===== config.mk =====
export PLATFORM = sky130hd
export DESIGN_NAME = cmv_spi_init_seq_flat
export DESIGN_NICKNAME = d
export VERILOG_FILES = /design/src/rtl/cmv_seq_pkg.sv /design/src/rtl/cmv_spi_init_seq_if.sv /design/src/rtl/cmv_pc_req_latch.sv /design/src/rtl/cmv_spi_init_seq.sv /design/src/flat_wrapper.sv
export SDC_FILE = /design/constraint.sdc
export NUM_CORES = 1
export LEC_CHECK = 0
export BUFFER_PORTS_ARGS = -buffer_cell sky130_fd_sc_hd__buf_2
export CAP_MARGIN = 15
export CORE_UTILIZATION = 40
export DETAILED_ROUTE_END_ITERATION = 8
export GPL_TIMING_DRIVEN = 0
export HOLD_SLACK_MARGIN = 0.03
export PLACE_DENSITY_LB_ADDON = 0.25
export SLEW_MARGIN = 10
export SYNTH_ARGS = -nofsm -noshare
export SYNTH_HDL_FRONTEND = slang
export SYNTH_HIERARCHICAL = 1
export SYNTH_SLANG_ARGS = --single-unit

===== constraint.sdc =====
create_clock -name clk -period 2.6 [get_ports clk]
set_input_delay 0 -clock clk [delete_from_list [all_inputs] [get_ports clk]]
set_output_delay 0 -clock clk [all_outputs]
set_load 0.02 [all_outputs]

===== src/rtl/cmv_seq_pkg.sv =====
// Shared types and constants for the CMV300 SPI init sequencer.
package cmv_seq_pkg;

  localparam int CMV_ADDR_W = 7;
  localparam int CMV_DATA_W = 8;

  localparam logic SPI_MODE_READ  = 1'b0;
  localparam logic SPI_MODE_WRITE = 1'b1;

  typedef enum logic [3:0] {
    IDLE,
    WAIT_RST,
    WR_ISSUE,
    WR_BUSY,
    WR_WAIT,
    RD_ISSUE,
    RD_BUSY,
    RD_WAIT,
    CHECK,
    PC_ISSUE,
    PC_BUSY,
    PC_WAIT,
    ERROR
  } seq_state_t;

  function automatic logic is_issue(seq_state_t s);
    return (s == WR_ISSUE) || (s == RD_ISSUE) || (s == PC_ISSUE);
  endfunction

endpackage


===== src/rtl/cmv_spi_init_seq_if.sv =====
// Command/response bus between the sequencer and the CMV300 SPI engine.
interface cmv_spi_init_seq_if;
  import cmv_seq_pkg::*;

  logic                  spi_start;
  logic                  spi_mode;
  logic [CMV_ADDR_W-1:0] spi_addr;
  logic [CMV_DATA_W-1:0] spi_wdata;
  logic                  spi_ready;
  logic [CMV_DATA_W-1:0] spi_rdata;

  modport master (
    output spi_start, spi_mode, spi_addr, spi_wdata,
    input  spi_ready, spi_rdata
  );

  modport slave (
    input  spi_start, spi_mode, spi_addr, spi_wdata,
    output spi_ready, spi_rdata
  );

endinterface


===== src/rtl/cmv_pc_req_latch.sv =====
// One-deep holding register for a PC register access; new requests are
// dropped while one is pending, and the slot frees when the access is done.
module cmv_pc_req_latch
  import cmv_seq_pkg::*;
(
  input  logic                  clk,
  input  logic                  rst,
  input  logic                  pc_req,
  input  logic                  pc_write,
  input  logic [CMV_ADDR_W-1:0] pc_addr,
  input  logic [CMV_DATA_W-1:0] pc_wdata,
  input  logic                  clear,
  output logic                  pc_pending,
  output logic                  req_write,
  output logic [CMV_ADDR_W-1:0] req_addr,
  output logic [CMV_DATA_W-1:0] req_wdata
);

  always_ff @(posedge clk or posedge rst) begin
    if (rst) begin
      pc_pending <= 1'b0;
      req_write  <= 1'b0;
      req_addr   <= '0;
      req_wdata  <= '0;
    end else if (clear) begin
      pc_pending <= 1'b0;
    end else if (pc_req && !pc_pending) begin
      pc_pending <= 1'b1;
      req_write  <= pc_write;
      req_addr   <= pc_addr;
      req_wdata  <= pc_wdata;
    end
  end

endmodule


===== src/rtl/cmv_spi_init_seq.sv =====
// Walks the sensor register table (write, read back, verify) and shares the
// SPI engine with single PC-issued accesses between sequences.
module cmv_spi_init_seq
  import cmv_seq_pkg::*;
#(
  parameter int NUM_REGS = 16,
  parameter int IDX_W    = $clog2(NUM_REGS),
  parameter int RST_WAIT = 32
) (
  input  logic                  clk,
  input  logic                  rst,
  input  logic                  init_start,
  output logic [IDX_W-1:0]      tbl_idx,
  input  logic [CMV_ADDR_W-1:0] tbl_addr,
  input  logic [CMV_DATA_W-1:0] tbl_data,
  input  logic                  pc_req,
  input  logic                  pc_write,
  input  logic [CMV_ADDR_W-1:0] pc_addr,
  input  logic [CMV_DATA_W-1:0] pc_wdata,
  output logic [CMV_DATA_W-1:0] pc_rdata,
  output logic                  pc_done,
  output logic                  pc_pending,
  cmv_spi_init_seq_if.master    spi,
  output logic                  init_busy,
  output logic                  init_done,
  output logic                  init_err,
  output logic [IDX_W-1:0]      err_idx
);

  localparam int CNT_W = (RST_WAIT > 1) ? $clog2(RST_WAIT) : 1;
  localparam logic [CNT_W-1:0] CNT_LAST = CNT_W'(RST_WAIT - 1);
  localparam logic [IDX_W-1:0] LAST_IDX = IDX_W'(NUM_REGS - 1);

  seq_state_t            state, next_state;
  logic [CNT_W-1:0]      wait_cnt;
  logic [CMV_DATA_W-1:0] rd_q;
  logic                  ret_err;
  logic                  start_seq, idx_inc, set_err, set_done, rd_cap, pc_fin;
  logic                  req_write;
  logic [CMV_ADDR_W-1:0] req_addr;
  logic [CMV_DATA_W-1:0] req_wdata;

  cmv_pc_req_latch u_pc_latch (
    .clk        (clk),
    .rst        (rst),
    .pc_req     (pc_req),
    .pc_write   (pc_write),
    .pc_addr    (pc_addr),
    .pc_wdata   (pc_wdata),
    .clear      (pc_fin),
    .pc_pending (pc_pending),
    .req_write  (req_write),
    .req_addr   (req_addr),
    .req_wdata  (req_wdata)
  );

  // WAIT_RST also holds for spi_ready so a transfer cut off by reset can finish first.
  always_comb begin
    next_state = state;
    start_seq  = 1'b0;
    idx_inc    = 1'b0;
    set_err    = 1'b0;
    set_done   = 1'b0;
    rd_cap     = 1'b0;
    pc_fin     = 1'b0;
    case (state)
      IDLE, ERROR: begin
        if (init_start) begin
          start_seq  = 1'b1;
          next_state = WAIT_RST;
        end else if (pc_pending && spi.spi_ready) begin
          next_state = PC_ISSUE;
        end
      end
      WAIT_RST: if (wait_cnt == CNT_LAST && spi.spi_ready) next_state = WR_ISSUE;
      WR_ISSUE: next_state = WR_BUSY;
      WR_BUSY:  if (!spi.spi_ready) next_state = WR_WAIT;
      WR_WAIT:  if (spi.spi_ready) next_state = RD_ISSUE;
      RD_ISSUE: next_state = RD_BUSY;
      RD_BUSY:  if (!spi.spi_ready) next_state = RD_WAIT;
      RD_WAIT: begin
        if (spi.spi_ready) begin
          rd_cap     = 1'b1;
          next_state = CHECK;
        end
      end
      CHECK: begin
        if (rd_q != tbl_data) begin
          set_err    = 1'b1;
          next_state = ERROR;
        end else if (tbl_idx == LAST_IDX) begin
          set_done   = 1'b1;
          next_state = IDLE;
        end else begin
          idx_inc    = 1'b1;
          next_state = WR_ISSUE;
        end
      end
      PC_ISSUE: next_state = PC_BUSY;
      PC_BUSY:  if (!spi.spi_ready) next_state = PC_WAIT;
      PC_WAIT: begin
        if (spi.spi_ready) begin
          pc_fin     = 1'b1;
          next_state = ret_err ? ERROR : IDLE;
        end
      end
      default: next_state = IDLE;
    endcase
  end

  always_ff @(posedge clk or posedge rst) begin
    if (rst) begin
      state         <= IDLE;
      wait_cnt      <= '0;
      tbl_idx       <= '0;
      rd_q          <= '0;
      ret_err       <= 1'b0;
      spi.spi_start <= 1'b0;
      pc_done       <= 1'b0;
      pc_rdata      <= '0;
      init_done     <= 1'b0;
      init_err      <= 1'b0;
      err_idx       <= '0;
    end else begin
      state         <= next_state;
      spi.spi_start <= is_issue(next_state);
      pc_done       <= pc_fin;
      if (pc_fin && !req_write) pc_rdata <= spi.spi_rdata;
      if ((state == IDLE || state == ERROR) && next_state == PC_ISSUE)
        ret_err <= (state == ERROR);
      if (start_seq) begin
        init_done <= 1'b0;
        init_err  <= 1'b0;
        tbl_idx   <= '0;
        wait_cnt  <= '0;
      end else if (state == WAIT_RST && wait_cnt != CNT_LAST) begin
        wait_cnt <= wait_cnt + CNT_W'(1);
      end
      if (idx_inc) tbl_idx <= tbl_idx + IDX_W'(1);
      if (rd_cap) rd_q <= spi.spi_rdata;
      if (set_err) begin
        init_err <= 1'b1;
        err_idx  <= tbl_idx;
      end
      if (set_done) init_done <= 1'b1;
    end
  end

  // Address/data/mode follow the state so they stay put for the whole transfer.
  always_comb begin
    spi.spi_mode  = SPI_MODE_READ;
    spi.spi_addr  = '0;
    spi.spi_wdata = '0;
    case (state)
      WR_ISSUE, WR_BUSY, WR_WAIT: begin
        spi.spi_mode  = SPI_MODE_WRITE;
        spi.spi_addr  = tbl_addr;
        spi.spi_wdata = tbl_data;
      end
      RD_ISSUE, RD_BUSY, RD_WAIT: spi.spi_addr = tbl_addr;
      PC_ISSUE, PC_BUSY, PC_WAIT: begin
        spi.spi_mode  = req_write;
        spi.spi_addr  = req_addr;
        spi.spi_wdata = req_wdata;
      end
      default: ;
    endcase
  end

  assign init_busy = (state == WAIT_RST) || (state == WR_ISSUE) || (state == WR_BUSY) ||
                     (state == WR_WAIT)  || (state == RD_ISSUE) || (state == RD_BUSY) ||
                     (state == RD_WAIT)  || (state == CHECK);

endmodule


===== src/flat_wrapper.sv =====
// flat-port wrapper written by rule: the top's interface ports become plain ports
module cmv_spi_init_seq_flat import cmv_seq_pkg::*;
#(
  parameter int NUM_REGS = 16,
  parameter int IDX_W    = $clog2(NUM_REGS),
  parameter int RST_WAIT = 32
)
  (clk, rst, init_start, tbl_idx, tbl_addr, tbl_data, pc_req, pc_write, pc_addr, pc_wdata, pc_rdata, pc_done, pc_pending, init_busy, init_done, init_err, err_idx, spi_spi_start, spi_spi_mode, spi_spi_addr, spi_spi_wdata, spi_spi_ready, spi_spi_rdata);
  cmv_spi_init_seq_if spi_i ();
  input  logic clk;
  input  logic rst;
  input  logic init_start;
  output logic [IDX_W-1:0] tbl_idx;
  input  logic [CMV_ADDR_W-1:0] tbl_addr;
  input  logic [CMV_DATA_W-1:0] tbl_data;
  input  logic pc_req;
  input  logic pc_write;
  input  logic [CMV_ADDR_W-1:0] pc_addr;
  input  logic [CMV_DATA_W-1:0] pc_wdata;
  output logic [CMV_DATA_W-1:0] pc_rdata;
  output logic pc_done;
  output logic pc_pending;
  output logic init_busy;
  output logic init_done;
  output logic init_err;
  output logic [IDX_W-1:0] err_idx;
  output wire logic [$bits(spi_i.spi_start)-1:0] spi_spi_start;
  output wire logic [$bits(spi_i.spi_mode)-1:0] spi_spi_mode;
  output wire logic [$bits(spi_i.spi_addr)-1:0] spi_spi_addr;
  output wire logic [$bits(spi_i.spi_wdata)-1:0] spi_spi_wdata;
  input wire logic [$bits(spi_i.spi_ready)-1:0] spi_spi_ready;
  input wire logic [$bits(spi_i.spi_rdata)-1:0] spi_spi_rdata;
  assign spi_spi_start = spi_i.spi_start;
  assign spi_spi_mode = spi_i.spi_mode;
  assign spi_spi_addr = spi_i.spi_addr;
  assign spi_spi_wdata = spi_i.spi_wdata;
  assign spi_i.spi_ready = spi_spi_ready;
  assign spi_i.spi_rdata = spi_spi_rdata;
  cmv_spi_init_seq #(.NUM_REGS(NUM_REGS), .IDX_W(IDX_W), .RST_WAIT(RST_WAIT)) u_core (.clk(clk), .rst(rst), .init_start(init_start), .tbl_idx(tbl_idx), .tbl_addr(tbl_addr), .tbl_data(tbl_data), .pc_req(pc_req), .pc_write(pc_write), .pc_addr(pc_addr), .pc_wdata(pc_wdata), .pc_rdata(pc_rdata), .pc_done(pc_done), .pc_pending(pc_pending), .spi(spi_i), .init_busy(init_busy), .init_done(init_done), .init_err(init_err), .err_idx(err_idx));
endmodule

==> summary.md, run 1 <==
| Metric | Value |
|---|---|
| Worst Hold Path EP | u_core/state[3]$_DFF_PP0_ |
| Area grow syn2layout | 32.5% |
| Predominant post-synthesis flop cell | dfrtp_1 |
| Cell area power density | 961 mW/mm2 |
| First-pass GRT wire length | 11300 um |
| GPL Wtd Cong | 0.878 |
| RSZ-0062 raised after global routing | no |
| Syn_nets | 282 |
| Register bit total from synthesis | 55 |
| Place WS | 0.327 ns |
| IO Pins | 82 |
| Layout cells sized above 1 | 39.6% |
| Die Wd | 84.4 um |
| H-Tree Depth | 2 |
| Post-CTS Setup Bufs | 0 |
| Post-synthesis sequential area ratio | 50.7% |
| Peak supply drop | 0.468 mV |
| Crit path launch type | register |
| DRT antenna net count | 0 |
| Setup TNS | 0 ns |
| Crit Path Max Fanout | 10 |
| CTS root buffer | clkbuf_8 |
| CTS buffer count | 5 |
| Critical path, cell by cell | buf_2 -> nor2_2 -> nand2_1 -> a21oi_1 -> a22o_1 -> buf_2 |
| Chip Height | 84.4 um |
| Layout Nets | 397 |
| Die ar. | 0.00712 mm2 |
| Worst slew pin tran | 0.824 ns |
| Commonest non-fill, non-tap cell in the layout | buf_2 |
| Setup violators final | 0 |
| Final hold viol count | 0 |
| Pleak | 1.76 nW |
| Status | finished, violations left |
| GRT overflow | 0 |
| Starting Density | 42.1% |
| Min-delay src | init_start |
| Worst setup EP type | output port |
| Post-synth cell types | 44 |
| Cell mode on critical path | buf_2 |
| Initial antenna violation count | 0 |
| Relative slew slack | 45.1% |
| Vias | 2304 |
| Critical path class | reg2out |
| Slew Viols, Final | 0 |
| Vias/cell | 5.38 |
| Commonest cells after routing, fill and taps aside | buf_2 (83), dfrtp_1 (55), mux2_2 (36) |
| Worst path max stage delay | 0.65 ns |
| CORE AREA | 0.00646 mm2 |
| Final setup margin | 0.204 ns |
| Avg Inst Size Synth | 11.6 um2 |
| CP required | 2.60 ns |
| FP Rows | 29 |
| Worst Skew | 0.00916 ns |
| Critical R2R Launch | u_core/wait_cnt[0]$_DFFE_PP0P_ |
| Gate Count Post-Synth | 235 |
| Clock Tree Buf Depth | 2 |
| Post-CTS Resized | 0 |
| Estimated wirelength of the detail-placed design | 4650 um |
| Hold WC Path Type | in2reg |
| Fin crit share | 92.2% |
| Post-synth EDFFs | 0 |
| Top Family by Delay on Critical Path | compound AO/OA/AOI/OAI gates |
| TritonRoute pass-1 iters | 6 |
| N_diodes | 0 |
| Cell Area, Synth | 0.00272 mm2 |
| Overall routing resource usage | 20.2% |
| Failing checks | DRC |
| Drt wl/cell | 15.7 um |
| CTS Hold Bufs | 26 |
| Final worst path period need | 2.40 ns |
| Worst R2R Setup Slack | 0.32 ns |
| I/O Buffers | 81 |
| Clk slew on worst S/H paths | 0.10 ns |
| Max cap viols | 0 |
| Worst-skew pair later-pin latency | 0.32 ns |
| Slowest cell on crit path | a21oi_1 |
| Crit path arrival time | 2.40 ns |
| DR DRC count | 10 |
| Hold path cells | 3 |
| CP bufs+invs | 2 |
| Largest net degree at the start of global routing | 21 |
| Synthesis Warnings | 6 |
| Post-synth ARST share | 100% |
| Vias in the first global route | 2394 |
| DRT iter0 DRCs | 220 |
| Post-Route WL | 6730 um |
| Worst r2r path cells | 9 |
| Worst R2R End | u_core/ret_err$_DFFE_PP0P_ |
| Overall power | 3.46 mW |
| Max Clk Rate | 0.417 GHz |
| TritonCTS clock tree | yes |
| TritonCTS Sinks | 55 |
==> cell families after synthesis <==
family	Yosys count	share of synthesized area, %
fa+ha+maj	3	1.38
compound gates	45	11.8
xor+xnor	12	3.87
buf+inv	13	2.30
mux	39	16.3
simple gates	68	13.7
flops	55	50.7
==> Yosys cell counts, types with 3 or more instances <==
library cell | number | area [um2]
o21ai_0 | 7 | 35.0
o211ai_1 | 4 | 30.0
mux2_2 | 36 | 405
nand3_1 | 13 | 65.1
dfrtp_1 | 55 | 1380
clkbuf_1 | 4 | 15.0
a21oi_1 | 8 | 40.0
nand2_1 | 17 | 63.8
nand2b_1 | 3 | 18.8
xnor2_1 | 10 | 87.6
inv_1 | 6 | 22.5
a22o_1 | 15 | 131
ha_1 | 3 | 37.5
nor2_1 | 13 | 48.8
and3_1 | 3 | 18.8
==> sequential cells by signal, indices dropped and copies added (netlist names), 4 cells and up <==
register	count
u_core/rd_q	8
u_core/state	4
u_core/wait_cnt	5
u_core/u_pc_latch/req_addr	7
u_core/err_idx	4
u_core/pc_rdata	8
u_core/tbl_idx	4
u_core/u_pc_latch/req_wdata	8
==> per-layer routing <==
layer / routed length, um / vias up / GRT usage (%)
met5: 0 / - / 0
met4: 111 / 0 / 6.47
met3: 360 / 11 / 4.82
met2: 3350 / 79 / 34.3
met1: 2900 / 1134 / 25.5
li1: - / 1080 / -
==> tightest hold or removal path, cell delays in order <==
cell and delay, ns:
buf_2 0.14, o311a_1 0.22, nand2_1 0.06
==> final cells by class <==
| class | count | area, um2 |
|---|---|---|
| Buffer | 7 | 40.0 |
| Clock buffer | 5 | 68.8 |
| Clock inverter | 3 | 23.8 |
| Fill cell | 592 | 2860 |
| Inverter | 6 | 22.5 |
| Multi-Input combinational cell | 167 | 1280 |
| Sequential cell | 55 | 1380 |
| Tap cell | 77 | 96.3 |
| Timing Repair Buffer | 108 | 693 |
==> power breakdown <==
part           internal, mW  leakage [nW]  switching (mW)
Sequential             1.17         0.707           0.218
Combinational         0.699          1.01           0.881
Clock                 0.195        0.0461           0.301
Total                  2.06          1.76            1.40
==> metrics by stage <==
stage | std cells | util, % | hold slack (ns) | instance area, um2
final | 428 | 55.7 | 0.132 | 3600
after global routing | 428 | 55.7 | 0.152 | 3600
after CTS | 428 | 55.7 | 0.128 | 3600
after detailed placement | 394 | 50.3 | 0.0602 | 3250
after global placement | 393 | 49.8 | 0.125 | 3220
after floorplan | 235 | - | -0.0739 | 2720
==> how the worst max path moves through the flow <==
stage	from	end	slack [ns]	cells after the start
finish	u_core/state[1]$_DFF_PP0_	spi_spi_wdata[7]	0.20	6
global route	u_core/state[1]$_DFF_PP0_	spi_spi_wdata[6]	0.02	6
CTS	u_core/state[1]$_DFF_PP0_	spi_spi_wdata[7]	0.23	6
detailed placement	u_core/wait_cnt[0]$_DFFE_PP0P_	u_core/ret_err$_DFFE_PP0P_	0.33	9
global placement	u_core/wait_cnt[0]$_DFFE_PP0P_	u_core/ret_err$_DFFE_PP0P_	0.32	9
floorplan	u_core/wait_cnt[0]$_DFFE_PP0P_	u_core/ret_err$_DFFE_PP0P_	0.51	9
Power figures use the tool's default switching activity.
==> run 2: changes to the inputs <==
--- a/config.mk
+++ b/config.mk
@@ -5,13 +5,15 @@
 export SDC_FILE = /design/constraint.sdc
 export NUM_CORES = 1
 export LEC_CHECK = 0
-export BUFFER_PORTS_ARGS = -buffer_cell sky130_fd_sc_hd__buf_2
+export BUFFER_PORTS_ARGS = -buffer_cell sky130_fd_sc_hd__buf_4
 export CAP_MARGIN = 15
 export CORE_UTILIZATION = 40
 export DETAILED_ROUTE_END_ITERATION = 8
 export GPL_TIMING_DRIVEN = 0
 export HOLD_SLACK_MARGIN = 0.03
+export MAX_ROUTING_LAYER = met4
 export PLACE_DENSITY_LB_ADDON = 0.25
+export REMOVE_ABC_BUFFERS = 1
 export SLEW_MARGIN = 10
 export SYNTH_ARGS = -nofsm -noshare
 export SYNTH_HDL_FRONTEND = slang
==> run 2 against run 1 <==
  * The flow still finishes with violations (DRC)
  * Fmax up 0.18%
  * Core utilization increased by 2.7 points
  * Non-clock buffer count fell by 7
  * Die area did not move
  * Flip-flop and latch count stayed put
  * Clock skew increased by 0.0017 ns
  * Count of clock-buffer cells in the layout grew 1
  * Critical path type is now reg2reg
  * Critical endpoint is now u_core/u_pc_latch/req_wdata[4]$_DFFE_PP0P_
  * Largest cell class unchanged
  * Highest routed layer unchanged
==> summary.md, run 2 (synthesized netlist as in run 1, its figures left out) <==
| Metric | Value |
|---|---|
| Setup TNS | 0 ns (unchanged) |
| CTS root buffer | clkbuf_8 (unchanged) |
| Setup crit start | u_core/state[2]$_DFF_PP0_ (was u_core/state[1]$_DFF_PP0_) |
| I/O Buffers | 81 (unchanged) |
| Commonest cells after routing, fill and taps aside | buf_4 (81), dfrtp_1 (55), mux2_2 (36) (was buf_2 (83), dfrtp_1 (55), mux2_2 (36)) |
| TritonCTS Sinks | 55 (unchanged) |
| Reg power frac | 40.4% (was 40.0%) |
| IO Pins | 82 (unchanged) |
| Worst setup EP type | register (was output port) |
| Worst setup path endpoint | u_core/u_pc_latch/req_wdata[4]$_DFFE_PP0P_ (was spi_spi_wdata[7]) |
| Largest regs | u_core/pc_rdata: 8 flops, u_core/rd_q: 8 flops, u_core/u_pc_latch/req_wdata: 8 flops (unchanged) |
| Worst r2r path cells | 4 (was 9) |
| Vias in the first global route | 2348 (was 2394) |
| Worst slew pin tran | 0.891 ns (was 0.824 ns) |
| GRT overflow | 0 (unchanged) |
| Sw Share | 38.7% (was 40.4%) |
| Overall routing resource usage | 20.3% (was 20.2%) |
| Place WS | 0.260 ns (was 0.327 ns) |
| Setup violators final | 0 (unchanged) |
| Critical R2R Launch | u_core/state[2]$_DFF_PP0_ (was u_core/wait_cnt[0]$_DFFE_PP0P_) |
| Die ar. | 0.00712 mm2 (unchanged) |
| Max Clk Rate | 0.418 GHz (was 0.417 GHz) |
| Area grow syn2layout | 38.8% (was 32.5%) |
| Critical path, cell by cell | nand2b_1 -> nor2_1 -> nor3b_4 -> mux2_2 (was buf_2 -> nor2_2 -> nand2_1 -> a21oi_1 -> a22o_1 -> buf_2) |
| Routing usage on met2 | 33.3% (was 34.3%) |
| TritonCTS clock tree | yes (unchanged) |
| Clk network pwr share | 14.3% (about the same) |
| Final setup margin | 0.208 ns (was 0.204 ns) |
| Layout Nets | 390 (was 397) |
| Post-Route WL | 6620 um (was 6730 um) |
| Worst-skew pair later-pin latency | 0.31 ns (was 0.32 ns) |
| Final worst path period need | 2.39 ns (was 2.40 ns) |
| Worst path max stage delay | 0.75 ns (was 0.65 ns) |
| # fillers | 541 (was 592) |
| CORE AREA | 0.00646 mm2 (unchanged) |
| Gr busiest metal | met2 (unchanged) |
| Critical path class | reg2reg (was reg2out) |
| TritonRoute pass-1 iters | 6 (unchanged) |
| Hold WC Path Type | in2reg (unchanged) |
| Worst R2R Setup Slack | 0.21 ns (was 0.32 ns) |
| Vias | 2270 (was 2304) |
| CP required | 2.79 ns (was 2.60 ns) |
| Overall power | 3.56 mW (was 3.46 mW) |
| Initial antenna violation count | 0 (unchanged) |
| M3 GR Usage | 4.62% (was 4.82%) |
| First-pass GRT wire length | 11300 um (about the same) |
| Commonest non-fill, non-tap cell in the layout | buf_4 (was buf_2) |
| Worst R2R End | u_core/u_pc_latch/req_wdata[4]$_DFFE_PP0P_ (was u_core/ret_err$_DFFE_PP0P_) |
| Slowest cell on crit path | nor3b_4 (was a21oi_1) |
| Die Wd | 84.4 um (unchanged) |
| DR DRC count | 4 (was 10) |
| NetSw | 1.38 mW (was 1.40 mW) |
| DRT iter0 DRCs | 136 (was 220) |
| RSZ-0062 raised after global routing | no (unchanged) |
| Cell area power density | 945 mW/mm2 (was 961 mW/mm2) |
| Worst Skew | 0.0109 ns (was 0.00916 ns) |
| Estimated wirelength of the detail-placed design | 4730 um (was 4650 um) |
| Placed cells | 387 (was 394) |
| FP Rows | 29 (unchanged) |
| Layout cells sized above 1 | 39.8% (was 39.6%) |
| Failing checks | DRC (unchanged) |
| Vias/cell | 5.39 (was 5.38) |
| N_diodes | 0 (unchanged) |
| Internal Power | 2.18 mW (was 2.06 mW) |
| Post-CTS Setup Bufs | 0 (unchanged) |
| CTS buffer count | 5 (unchanged) |
| Slew Viols, Final | 0 (unchanged) |
| Clk slew on worst S/H paths | 0.11 ns (was 0.10 ns) |
| Largest net degree at the start of global routing | 23 (was 21) |
| GPL Wtd Cong | 0.844 (was 0.878) |
| Max cap viols | 0 (unchanged) |
| Starting Density | 42.1% (unchanged) |
| Fin crit share | 92.0% (was 92.2%) |
| Crit path launch type | register (unchanged) |
| Final hold viol count | 0 (unchanged) |
| H-Tree Depth | 2 (unchanged) |
| Status | finished, violations left (unchanged) |
| DRT antenna net count | 0 (unchanged) |
| Final Instance Count excl. Fillers | 421 (was 428) |
| Pleak | 1.79 nW (was 1.76 nW) |
| Drt wl/cell | 15.7 um (about the same) |
| Chip Height | 84.4 um (unchanged) |
| Clock Tree Buf Depth | 2 (unchanged) |
| Crit path arrival time | 2.59 ns (was 2.40 ns) |
| Crit Path Max Fanout | 16 (was 10) |
| Peak supply drop | 0.466 mV (was 0.468 mV) |
| Relative slew slack | 40.5% (was 45.1%) |
| Logic pwr share | 45.3% (was 45.7%) |
| Met1 Usage GRT | 26.1% (was 25.5%) |
## run 2: worst min-delay path by stage
| stage | from | end | slack, ns | depth (start not counted) |
|---|---|---|---|---|
| after global routing | init_start | u_core/state[3]$_DFF_PP0_ | 0.13 | 3 |
| final | init_start | u_core/state[3]$_DFF_PP0_ | 0.11 | 3 |
| after global placement | rst | u_core/u_pc_latch/req_addr[3]$_DFFE_PP0P_ | 0.15 | 2 |
| after floorplan | rst | u_core/u_pc_latch/pc_pending$_DFFE_PP0P_ | -0.07 | 1 |
| after detailed placement | rst | u_core/rd_q[0]$_DFFE_PP0P_ | 0.04 | 2 |
| after CTS | init_start | u_core/state[3]$_DFF_PP0_ | 0.11 | 3 |
## run 2: routing by layer
layer,vias up,wire (um),share of wire (%)
li1,1077,-,-
met1,1115,2950,45
met2,74,3290,50
met3,4,329,5.0
met4,0,46,0.70
met5,-,0,0
## run 2: critical path: cells and delay by family, from the launching register on
kind             cells  cell delay, ns
flip-flops           1            0.66
multiplexers         1            0.42
AND/OR/NAND/NOR      3            1.19
## run 2: power by group through the flow
stage          clock network, mW  registers, mW  logic (mW)
2_1_floorplan                  0           1.47       0.996
3_3_place_gp                   0           1.45        1.54
3_5_place_dp                   0           1.46        1.58
4_1_cts                    0.522           1.44        1.62
5_1_grt                    0.556           1.50        1.75
6_report                   0.509           1.44        1.61
## run 2: per-stage QoR
stage	util, %	instance area, um2	hold WS [ns]
floorplan	-	2680	-0.0739
global placement	52.3	3380	0.152
detailed placement	52.8	3410	0.0411
CTS	58.4	3770	0.108
global route	58.4	3770	0.126
finish	58.4	3770	0.111
## run 2: area by class of cell
class                      count  area, um2  share of cell area (%)
clock buffer                   6       82.6                    2.19
multi-input combinational    167       1280                    34.0
inverter                       6       22.5                   0.597
clock inverter                 2       16.3                   0.431
tap                           77       96.3                    2.56
sequential                    55       1380                    36.5
timing repair buffer         108        896                    23.8
## run 2: repair_timing
item                       in CTS  in global routing
setup endpoints to repair      15                  0
hold endpoints to repair       66                  0
gates resized for setup         1                  0
hold buffers                   26                  0
==> run 3: changes to the inputs <==
--- a/config.mk
+++ b/config.mk
@@ -7,7 +7,7 @@
 export LEC_CHECK = 0
 export BUFFER_PORTS_ARGS = -buffer_cell sky130_fd_sc_hd__buf_4
 export CAP_MARGIN = 15
-export CORE_UTILIZATION = 40
+export CORE_UTILIZATION = 51
 export DETAILED_ROUTE_END_ITERATION = 8
 export GPL_TIMING_DRIVEN = 0
 export HOLD_SLACK_MARGIN = 0.03
==> run 3 against run 2 <==
  * The run now ends clean
  * First-iteration DRC count rose by 29%
  * Global-route usage up 4.9 points
  * Hold slack improved by 0.0075 ns
  * Critical endpoint is now spi_spi_wdata[2]
  * Die area down 21%
  * Sequential share of layout area rose by 0.29 points
  * Combinational power barely moved
  * Cell count shrank 1.7%
  * Via count decreased by 0.26%
  * Flip-flop and latch count is the same
  * Sequential power barely moved
  * Count of clock-buffer cells in the layout unchanged
==> summary.md, run 3 (synthesized netlist as in run 1, its figures left out) <==
| Metric | Value |
|---|---|
| Relative slew slack | 42.8% (was 40.5%) |
| TritonCTS Sinks | 55 (unchanged) |
| First-pass GRT wire length | 10100 um (was 11300 um) |
| Post-CTS Setup Bufs | 0 (unchanged) |
| Starting Density | 53.2% (was 42.1%) |
| CP bufs+invs | 1 (was 0) |
| Die ar. | 0.00562 mm2 (was 0.00712 mm2) |
| Worst r2r path cells | 4 (unchanged) |
| TritonRoute pass-1 iters | 5 (was 6) |
| Minimum hold slack | 0.118 ns (was 0.111 ns) |
| N_diodes | 0 (unchanged) |
| Commonest cells after routing, fill and taps aside | buf_4 (81), dfrtp_1 (55), mux2_2 (36) (unchanged) |
| Commonest non-fill, non-tap cell in the layout | buf_4 (unchanged) |
| IO Pins | 82 (unchanged) |
| Min-delay src | init_start (unchanged) |
| Gr busiest metal | met2 (unchanged) |
| Drt wl/cell | 15.8 um (was 15.7 um) |
| Worst R2R End | u_core/u_pc_latch/req_wdata[5]$_DFFE_PP0P_ (was u_core/u_pc_latch/req_wdata[4]$_DFFE_PP0P_) |
| CP required | 2.60 ns (was 2.79 ns) |
| GRT overflow | 0 (unchanged) |
| Largest regs | u_core/pc_rdata: 8 flops, u_core/rd_q: 8 flops, u_core/u_pc_latch/req_wdata: 8 flops (unchanged) |
| M3 GR Usage | 5.09% (was 4.62%) |
| Vias/cell | 5.47 (was 5.39) |
| Initial antenna violation count | 0 (unchanged) |
| Pleak | 1.78 nW (was 1.79 nW) |
| Worst path max stage delay | 0.67 ns (was 0.75 ns) |
| Final Instance Count excl. Fillers | 414 (was 421) |
| Peak supply drop | 0.737 mV (was 0.466 mV) |
| Final hold viol count | 0 (unchanged) |
| Max cap viols | 0 (unchanged) |
| Top Family by Delay on Critical Path | compound AO/OA/AOI/OAI gates (was simple AND/OR/NAND/NOR gates) |
| TritonCTS clock tree | yes (unchanged) |
| Critical path class | reg2out (was reg2reg) |
| Routing usage on met2 | 41.8% (was 33.3%) |
| Worst slew pin tran | 0.857 ns (was 0.891 ns) |
| Max Clk Rate | 0.417 GHz (was 0.418 GHz) |
| Placed cells | 380 (was 387) |
| Hold WC Path Type | in2reg (unchanged) |
| Vias in the first global route | 2146 (was 2348) |
| Chip Height | 75.0 um (was 84.4 um) |
| Layout Nets | 390 (unchanged) |
| Fin crit share | 92.3% (was 92.0%) |
| Die Wd | 75.0 um (was 84.4 um) |
| Met1 Usage GRT | 31.0% (was 26.1%) |
| H-Tree Depth | 2 (unchanged) |
| Setup TNS | 0 ns (unchanged) |
| Final worst path period need | 2.40 ns (was 2.39 ns) |
| Worst Skew | 0.00951 ns (was 0.0109 ns) |
| Critical path, cell by cell | nor2_2 -> nand2_1 -> a21oi_1 -> a22o_1 -> buf_4 (was nand2b_1 -> nor2_1 -> nor3b_4 -> mux2_2) |
| GPL Wtd Cong | 0.885 (was 0.844) |
| Largest net degree at the start of global routing | 39 (was 23) |
| Crit path launch type | register (unchanged) |
| Crit Path Max Fanout | 14 (was 16) |
| Slowest cell on crit path | a21oi_1 (was nor3b_4) |
| Slew Viols, Final | 0 (unchanged) |
| Setup violators final | 0 (unchanged) |
| CORE AREA | 0.00511 mm2 (was 0.00646 mm2) |
| DR DRC count | 0 (was 4) |
| Worst Hold Path EP | u_core/state[3]$_DFF_PP0_ (unchanged) |
| Layout cells sized above 1 | 39.5% (was 39.8%) |
| Critical R2R Launch | u_core/state[2]$_DFF_PP0_ (unchanged) |
| DRT antenna net count | 0 (unchanged) |
| Worst setup EP type | output port (was register) |
| Worst-skew pair later-pin latency | 0.31 ns (about the same) |
| RSZ-0062 raised after global routing | no (unchanged) |
| DRT iter0 DRCs | 175 (was 136) |
| Clock Tree Buf Depth | 2 (unchanged) |
| I/O Buffers | 81 (unchanged) |
| Vias | 2264 (was 2270) |
| Hold path cells | 3 (unchanged) |
| Crit path arrival time | 2.40 ns (was 2.59 ns) |
| Worst R2R Setup Slack | 0.25 ns (was 0.21 ns) |
| Area grow syn2layout | 37.7% (was 38.8%) |
| Status | finished, final reports clean (was finished, violations left) |
| Final core utilization | 73.2% (was 58.4%) |
| Overall routing resource usage | 25.2% (was 20.3%) |
| Estimated wirelength of the detail-placed design | 4340 um (was 4730 um) |
| Cell area power density | 943 mW/mm2 (was 945 mW/mm2) |
| Clk slew on worst S/H paths | 0.09 ns (was 0.11 ns) |
| Levels on crit path | 5 (was 4) |
| CTS buffer count | 5 (unchanged) |
| CTS root buffer | clkbuf_8 (unchanged) |
| Post-Route WL | 6530 um (was 6620 um) |
| FP Rows | 26 (was 29) |
-- run 3: cell types whose count changed in the layout (fill, tap and decap cells not counted) --
cell      before  now
buf_12         0    1
buf_16         1    0
clkbuf_1       0    1
clkbuf_8       6    5
clkinv_2       0    1
clkinv_4       1    0
-- run 3: repair_timing --
item,in CTS,in global routing
resized for setup,1,0
hold endpoints to repair,88,0
hold buffers,26,0
setup endpoints to repair,3,0
-- run 3: cell type report --
class / instances / area (um2)
flip-flops and latches: 55 / 1380
fillers: 381 / 1370
multi-input cells: 167 / 1280
repair buffers: 108 / 888
well taps: 70 / 87.6
clock buffers: 6 / 72.6
inverters: 6 / 22.5
clock inverters: 2 / 12.5
-- run 3: worst max path at each step --
stage	end	slack, ns	from
floorplan	u_core/ret_err$_DFFE_PP0P_	0.51	u_core/wait_cnt[0]$_DFFE_PP0P_
global placement	u_core/ret_err$_DFFE_PP0P_	0.34	u_core/wait_cnt[0]$_DFFE_PP0P_
detailed placement	u_core/ret_err$_DFFE_PP0P_	0.32	u_core/wait_cnt[0]$_DFFE_PP0P_
CTS	spi_spi_wdata[3]	0.20	u_core/state[0]$_DFF_PP0_
global route	spi_spi_wdata[7]	0.07	u_core/state[0]$_DFF_PP0_
finish	spi_spi_wdata[2]	0.20	u_core/state[0]$_DFF_PP0_
-- run 3: power by group --
group / internal [mW] / switching (mW) / total, mW
Clock: 0.189 / 0.274 / 0.463
Combinational: 0.802 / 0.821 / 1.62
Sequential: 1.16 / 0.279 / 1.44
-- run 3: worst register-to-register path: stages, from the launching register on --
cell and delay (ns):
dfrtp_1 0.66, nand2b_1 0.29, nor2_1 0.14, nor3b_4 0.72
mux2_2 0.43
-- run 3: routing by layer --
metal,vias up,share of wire (%)
met1,1103,41
met3,12,4.9
met4,0,1.9
li1,1074,-
met2,75,52
met5,-,0
-- run 3: through the flow --
step | total power, mW | worst slack (ns) | cell area, um2
2_1_floorplan | 2.46 | 0.513 | 2680
3_3_place_gp | 2.97 | 0.345 | 3370
3_5_place_dp | 3.04 | 0.320 | 3390
4_1_cts | 3.54 | 0.200 | 3740
5_1_grt | 3.75 | 0.0665 | 3740
6_report | 3.53 | 0.200 | 3740
